## config.mk

```make
export PLATFORM = sky130hd
export DESIGN_NAME = serial_word_adder_flat
export DESIGN_NICKNAME = d
export VERILOG_FILES = /design/src/rtl/serial_word_adder_if.sv /design/src/rtl/serial_word_adder.sv /design/src/flat_wrapper.sv
export SDC_FILE = /design/constraint.sdc
export NUM_CORES = 1
export LEC_CHECK = 0
export BUFFER_PORTS_ARGS = -buffer_cell sky130_fd_sc_hd__buf_2
export CAP_MARGIN = 30
export CORE_ASPECT_RATIO = 1.4
export CORE_MARGIN = 8
export CORE_UTILIZATION = 30
export DETAILED_ROUTE_END_ITERATION = 8
export HOLD_SLACK_MARGIN = 0.05
export PLACE_DENSITY = 0.51
export SLEW_MARGIN = 20
export SYNTH_ARGS = -nofsm -noshare
export SYNTH_HDL_FRONTEND = slang
export SYNTH_SLANG_ARGS = --single-unit
```

## constraint.sdc

```tcl
create_clock -name i_clk -period 3.25 [get_ports i_clk]
set_input_delay 0.65 -clock i_clk [delete_from_list [all_inputs] [get_ports i_clk]]
set_output_delay 0.65 -clock i_clk [all_outputs]
set_load 0.02 [all_outputs]
```

## src/rtl/serial_word_adder_if.sv

```systemverilog
// Request/result bundle for serial_word_adder.
// When SERIAL_ADDER_OVERFLOW_EN is defined, the bundle also carries the o_v overflow flag.
interface serial_word_adder_if #(
  parameter int BYTES = 4
);
  localparam int W = 8 * BYTES;

  logic         i_valid;
  logic         o_ready;
  logic [W-1:0] i_a;
  logic [W-1:0] i_b;
  logic         i_c;
  logic         i_sub;
  logic [W-1:0] o_r;
  logic         o_c;
  logic         o_done;
`ifdef SERIAL_ADDER_OVERFLOW_EN
  logic         o_v;

  modport master (
    output i_valid, i_a, i_b, i_c, i_sub,
    input  o_ready, o_r, o_c, o_done, o_v
  );

  modport slave (
    input  i_valid, i_a, i_b, i_c, i_sub,
    output o_ready, o_r, o_c, o_done, o_v
  );
`else
  modport master (
    output i_valid, i_a, i_b, i_c, i_sub,
    input  o_ready, o_r, o_c, o_done
  );

  modport slave (
    input  i_valid, i_a, i_b, i_c, i_sub,
    output o_ready, o_r, o_c, o_done
  );
`endif
endinterface

```

## src/rtl/serial_word_adder.sv

```systemverilog
// Byte-serial add/subtract: one 8-bit slice per clock with a registered carry.
// Defining SERIAL_ADDER_OVERFLOW_EN adds the signed-overflow output o_v.
module serial_word_adder #(
  parameter int BYTES = 4
) (
  input  logic i_clk,
  input  logic i_rst,
  serial_word_adder_if.slave bus
);
  localparam int W  = 8 * BYTES;
  localparam int IW = (BYTES > 1) ? $clog2(BYTES) : 1;

  typedef enum logic [1:0] {IDLE, RUN, DONE} state_t;

  state_t          state, next_state;
  logic [W-1:0]    a_q, b_q, r_q;
  logic            sub_q, carry_q, c_q;
  logic [IW-1:0]   idx_q;
  logic            ready, done;
  logic            last_byte;
  logic [7:0]      a_byte, b_byte;
  logic [8:0]      sum;
`ifdef SERIAL_ADDER_OVERFLOW_EN
  logic            v_q;
  logic            msb_carry_in;
`endif

  // Subtraction is A + ~B + ~borrow, so B and the carry are inverted once at accept.
  assign last_byte = (idx_q == IW'(BYTES - 1));
  assign a_byte    = 8'(a_q >> {idx_q, 3'b000});
  assign b_byte    = 8'(b_q >> {idx_q, 3'b000});
  assign sum       = {1'b0, a_byte} + {1'b0, b_byte} + 9'(carry_q);

  always_ff @(posedge i_clk or posedge i_rst) begin
    if (i_rst) state <= IDLE;
    else       state <= next_state;
  end

  always_comb begin
    next_state = state;
    ready      = 1'b0;
    done       = 1'b0;
    case (state)
      IDLE: begin
        ready = 1'b1;
        if (bus.i_valid) next_state = RUN;
      end
      RUN: begin
        if (last_byte) next_state = DONE;
      end
      DONE: begin
        done       = 1'b1;
        next_state = IDLE;
      end
      default: next_state = IDLE;
    endcase
  end

  always_ff @(posedge i_clk or posedge i_rst) begin
    if (i_rst) begin
      a_q     <= '0;
      b_q     <= '0;
      r_q     <= '0;
      sub_q   <= 1'b0;
      carry_q <= 1'b0;
      c_q     <= 1'b0;
      idx_q   <= '0;
`ifdef SERIAL_ADDER_OVERFLOW_EN
      v_q     <= 1'b0;
`endif
    end else begin
      case (state)
        IDLE: begin
          if (bus.i_valid) begin
            a_q     <= bus.i_a;
            b_q     <= bus.i_sub ? ~bus.i_b : bus.i_b;
            sub_q   <= bus.i_sub;
            carry_q <= bus.i_sub ^ bus.i_c;
            idx_q   <= '0;
            r_q     <= '0;
          end
        end
        RUN: begin
          for (int k = 0; k < BYTES; k++) begin
            if (idx_q == IW'(k)) r_q[8*k +: 8] <= sum[7:0];
          end
          carry_q <= sum[8];
          // Index parks on the top byte instead of wrapping.
          if (!last_byte) begin
            idx_q <= idx_q + IW'(1);
          end else begin
            c_q <= sub_q ? ~sum[8] : sum[8];
`ifdef SERIAL_ADDER_OVERFLOW_EN
            v_q <= msb_carry_in ^ sum[8];
`endif
          end
        end
        default: ;
      endcase
    end
  end

`ifdef SERIAL_ADDER_OVERFLOW_EN
  assign msb_carry_in = a_byte[7] ^ b_byte[7] ^ sum[7];
  assign bus.o_v      = v_q;
`endif

  assign bus.o_ready = ready;
  assign bus.o_done  = done;
  assign bus.o_r     = r_q;
  assign bus.o_c     = c_q;
endmodule

```

## src/flat_wrapper.sv

```systemverilog
// flat-port wrapper written by rule: the top's interface ports become plain ports
module serial_word_adder_flat 
#(
  parameter int BYTES = 4
)
  (i_clk, i_rst, bus_i_valid, bus_i_a, bus_i_b, bus_i_c, bus_i_sub, bus_o_ready, bus_o_r, bus_o_c, bus_o_done);
  serial_word_adder_if #(.BYTES(BYTES)) bus_i ();
  input  logic i_clk;
  input  logic i_rst;
  input wire logic [$bits(bus_i.i_valid)-1:0] bus_i_valid;
  input wire logic [$bits(bus_i.i_a)-1:0] bus_i_a;
  input wire logic [$bits(bus_i.i_b)-1:0] bus_i_b;
  input wire logic [$bits(bus_i.i_c)-1:0] bus_i_c;
  input wire logic [$bits(bus_i.i_sub)-1:0] bus_i_sub;
  output wire logic [$bits(bus_i.o_ready)-1:0] bus_o_ready;
  output wire logic [$bits(bus_i.o_r)-1:0] bus_o_r;
  output wire logic [$bits(bus_i.o_c)-1:0] bus_o_c;
  output wire logic [$bits(bus_i.o_done)-1:0] bus_o_done;
  assign bus_i.i_valid = bus_i_valid;
  assign bus_i.i_a = bus_i_a;
  assign bus_i.i_b = bus_i_b;
  assign bus_i.i_c = bus_i_c;
  assign bus_i.i_sub = bus_i_sub;
  assign bus_o_ready = bus_i.o_ready;
  assign bus_o_r = bus_i.o_r;
  assign bus_o_c = bus_i.o_c;
  assign bus_o_done = bus_i.o_done;
  serial_word_adder #(.BYTES(BYTES)) u_core (.i_clk(i_clk), .i_rst(i_rst), .bus(bus_i));
endmodule
```

==> results.md <==
- Of the total power, registers draw 0.299.
- For this block, the routed nets add up to between 10000 and 15000 um of wire.
- The final worst clock skew is 0.006797 ns.
- The count of mapped cells out of synthesis is 402.
- The critical path ends at u_core.bus.o_r[30].
- The final antenna-violating net count is 0.
- For this run, asynchronously set or reset flops after synthesis account for 1.000.
- The placed wire-length estimate after detailed placement is around 9400 um.
- STA classifies the critical path startpoint as a register.
- Buffers inserted to repair hold after CTS numbered 0.
- The synthesized netlist net count is ~480.
- Of all nets on the critical path, the largest fanout is 7.
- The longest clock path from root to sink contains 2 buffers.
- The number of gates given a new drive strength after cts is 0.
- The die area is 21660 um2.
- The internal power of the cells totals 4.411 mW.
- The combinational share of power is 0.554.
- The number of global-route vias before repair came to 3602.
- The initial antenna violation count is 0.
- The floorplan die height is about 170 um.
- For this design the static power due to leakage is between 2 and 3 nW.
- The count of routing violations after the opening detailed-route iteration is roughly 180.
- The number of buffers created by CTS is 9.
- The portion of the clock cycle consumed by the worst path in the final layout is 0.8356.
- The area of the core is ~17000 um2.
- Setup violations remaining at the end of the flow were counted as 0.
- The combined global-route utilization of all metal layers is 0.1139.
- The number of antenna diodes in the final layout is 0.
- The finished layout holds between 700 and 800 standard cells, fillers aside.
- The switching fraction of total power is 0.4112.
- Data on the critical path is required at its endpoint by about 3.5 ns.
- The switching power is slightly above 3 mW.
- Dividing total power by cell area gives a power density of 1227 nW/um2.
- At the placement stage, the worst setup path has a slack of 0.5413 ns.
- The met2 track utilization from global routing is 0.1956.
- The endpoint arrival time on the critical path is about 3 ns.
- The count of state elements after synthesis is 103.
- Of the cells placed in the final design, the portion with a size suffix greater than 1 is 0.3980.
- Ranked by total cell area, the synthesized netlist is headed by sky130_fd_sc_hd__dfrtp_1, sky130_fd_sc_hd__mux2_4, sky130_fd_sc_hd__mux4_2.
- The endpoint kind of the worst setup timing path is a register.
- The launch point of the critical path is u_core.idx_q[0].
- Measured against its own limit, the worst slew margin works out to 0.5165.
- Counting flops with a built-in enable in the synthesized netlist gives 0.
- The number of search-and-repair iterations in the first detailed-routing pass is 4.
- The summed negative setup slack over all endpoints is 0 ns.
- After detailed routing, the number of remaining DRC violations is 0.
- The total global routing overflow is 0.
- The power consumption is ~7.5 mW.
- The post-route minimum period is ~2.7 ns.
- For this run, the post-layout net count is between 500 and 600.
- The transition time at the pin with the least slew margin is between 0.7 and 0.8 ns.
- The later pin in the worst-skew pair is clocked with a latency of roughly 0.34 ns.
- Across the run, the number of max-cap violations was 0.
- The number of buffer cells added on primary ports is between 100 and 150.
- Entering global routing, the biggest net connects 74 pins.
- The startpoint identified for the worst register-to-register timing path is u_core.idx_q[0].
- The x dimension of the die is ~130 um.
- The final weighted congestion of routability-driven global placement is a little under 0.8.
- The class of the tightest hold or removal check is in2async.
- The global-route wire length before repair is between 15000 and 20000 um.
- The boundary pin count is around 100.
- The primary flip-flop cell chosen by synthesis mapping is sky130_fd_sc_hd__dfrtp_1.
- The part of the Yosys area used for sequential elements is 0.5009.
- The most used routing layer is met2.
- The total number of H-tree levels is 3.
- The number of hold-slack violations in the final timing report is 0.
- The row count is 56.
- The register-to-register setup slack is roughly 0.53 ns.
- The initial core utilization is 0.3060.
- The post-synthesis cell type count is 40.
- The clock drives a little over 100 sinks.
- The area overhead of the layout relative to synthesis is 18.67%.
- Summed over all instances, the cell type with the most area after synthesis is sky130_fd_sc_hd__dfrtp_1.
- The average vias per placed instance is between 4 and 5.
- Each instance of the synthesized netlist takes up on average ~13 um2.
- The cell area that synthesis handed to floorplanning was about 5100 um2.
- The setup slack of the critical path after layout is about 0.53 ns.
- The worst setup path is of the reg2reg kind.
- Counting instances in the post-synthesis netlist gives the leading cell types as sky130_fd_sc_hd__dfrtp_1, sky130_fd_sc_hd__nor2_1, sky130_fd_sc_hd__xnor2_1.
- The root buffer cell chosen for the clock tree is sky130_fd_sc_hd__clkbuf_16.
- The number of pins with negative max-slew slack in the final report is 0.
- After clock tree synthesis, the setup repair step added 0 buffers.
- The upper clock frequency limit is ~0.37 GHz.
- The flow ran to the end, and the final reports show no timing, DRC or antenna violations.
- The most frequent cell after synthesis is sky130_fd_sc_hd__dfrtp_1.
- For met1 alone, demand over resource in global routing was 0.1397.
- Dividing the detail-routed wire length by the instance count gives about 17 um.
- IR analysis of the VDD net gives a maximum drop of about 500 uV.
- The global routing usage on met3 is 0.02773.
- The final hold slack is just under 0.4 ns.
- The depth of the worst register-to-register path is 10.
- The Yosys step of the flow raised 0 warnings.
- Setup repair after global routing left no endpoint under its margin.
- The placed cell count is around 700.
- The capturing point of the worst reg2reg path is u_core.bus.o_r[30].
- TritonCTS built the clock tree.
- Of the total power, the clock network draws 0.147.
- Clock-pin slew was measured on the worst setup and hold paths at about 0.07 ns.
- The portion of synthesized cell area occupied by the leading cell type is 0.5009.
- Summing over every cut layer, the via total after detailed routing is between 3000 and 4000.
-- registers in the layout, summed over array words and instances, names as in the netlist --
| name | flops |
|---|---|
| u_core.a_q | 32 |
| u_core.b_q | 32 |
| u_core.bus.o_c | 1 |
| u_core.bus.o_r | 32 |
| u_core.carry_q | 1 |
| u_core.idx_q | 2 |
| u_core.state | 2 |
| u_core.sub_q | 1 |
-- worst min-delay path by stage --
stage	from	endpoint	slack, ns	cells after the start
3_3_place_gp	u_core.a_q[29]	u_core.a_q[29]	0.46	1
4_1_cts	i_rst	u_core.b_q[20]	0.40	2
3_5_place_dp	u_core.bus.o_r[9]	u_core.bus.o_r[9]	0.47	2
2_1_floorplan	u_core.a_q[29]	u_core.a_q[29]	0.45	1
6_report	i_rst	u_core.b_q[20]	0.39	2
5_1_grt	i_rst	u_core.b_q[20]	0.43	2
-- critical path, stage by stage (launching register included) --
cell	delay, ns
sky130_fd_sc_hd__dfrtp_1	0.47
sky130_fd_sc_hd__buf_4	0.23
sky130_fd_sc_hd__mux4_2	0.33
sky130_fd_sc_hd__fa_1	0.47
sky130_fd_sc_hd__inv_1	0.09
sky130_fd_sc_hd__fa_1	0.18
sky130_fd_sc_hd__nand2b_1	0.15
sky130_fd_sc_hd__a21o_1	0.15
sky130_fd_sc_hd__nor2b_1	0.21
sky130_fd_sc_hd__xnor2_2	0.11
sky130_fd_sc_hd__a22o_1	0.22
-- area by class of cell --
| type | instances | area (um2) |
|---|---|---|
| inverter | 6 | 26.28 |
| multi-input combinational | 267 | 2328 |
| clock inverter | 7 | 80.08 |
| timing repair buffer | 113 | 615.6 |
| fill | 1682 | 10710 |
| clock buffer | 9 | 225.2 |
| tap | 203 | 254.0 |
| sequential | 103 | 2577 |
-- logic make-up (layout without fill, tap and decap cells) --
family / count (synthesis) / count (layout) / share of synthesized area
AO/OA/AOI/OAI: 81 / 81 / 0.1050
XOR/XNOR: 38 / 38 / 0.06759
adder cells (fa/ha/maj): 13 / 13 / 0.03452
buffers and inverters: 32 / 135 / 0.04668
flip-flops: 103 / 103 / 0.5009
multiplexers: 53 / 53 / 0.1736
AND/OR/NAND/NOR: 82 / 82 / 0.07173
-- layout by cell type (no fill, tap or decap), types with 3 or more instances in the layout --
cell type | Yosys | layout
sky130_fd_sc_hd__a21o_1 | 3 | 3
sky130_fd_sc_hd__a21oi_1 | 26 | 26
sky130_fd_sc_hd__a21oi_2 | 11 | 11
sky130_fd_sc_hd__a22o_1 | 12 | 12
sky130_fd_sc_hd__and2_4 | 3 | 3
sky130_fd_sc_hd__buf_2 | 12 | 103
sky130_fd_sc_hd__buf_4 | 4 | 8
sky130_fd_sc_hd__clkbuf_16 | 0 | 9
sky130_fd_sc_hd__dfrtp_1 | 103 | 103
sky130_fd_sc_hd__ha_1 | 11 | 11
sky130_fd_sc_hd__inv_1 | 6 | 5
sky130_fd_sc_hd__mux2_1 | 5 | 5
sky130_fd_sc_hd__mux2_4 | 31 | 31
sky130_fd_sc_hd__mux4_2 | 16 | 16
sky130_fd_sc_hd__nand2_1 | 21 | 21
sky130_fd_sc_hd__nand2b_1 | 5 | 5
sky130_fd_sc_hd__nor2_1 | 40 | 40
sky130_fd_sc_hd__nor2b_1 | 3 | 3
sky130_fd_sc_hd__o21ai_1 | 18 | 18
sky130_fd_sc_hd__o31ai_1 | 3 | 3
sky130_fd_sc_hd__xnor2_1 | 36 | 36
-- per-layer routing --
metal,up-vias,wire (um)
met3,8,492
met4,0,113
met1,1600,5408
met5,-,0
met2,72,6029
li1,1588,-
-- power groups by stage --
stage,Combinational [mW],Sequential [mW],Clock (mW)
finish,4.15,2.24,1.10
global route,4.60,2.32,1.19
CTS,4.23,2.24,1.15
detailed placement,4.22,2.26,0
global placement,4.12,2.26,0
floorplan,3.18,2.33,0
-- metrics by stage --
step,instance area [um2],util
after floorplan,5150,-
after global placement,5802,0.3450
after detailed placement,5802,0.3450
after CTS,6107,0.3632
after global routing,6107,0.3632
final,6107,0.3632
Note: power is estimated with default switching activity, not from simulation.
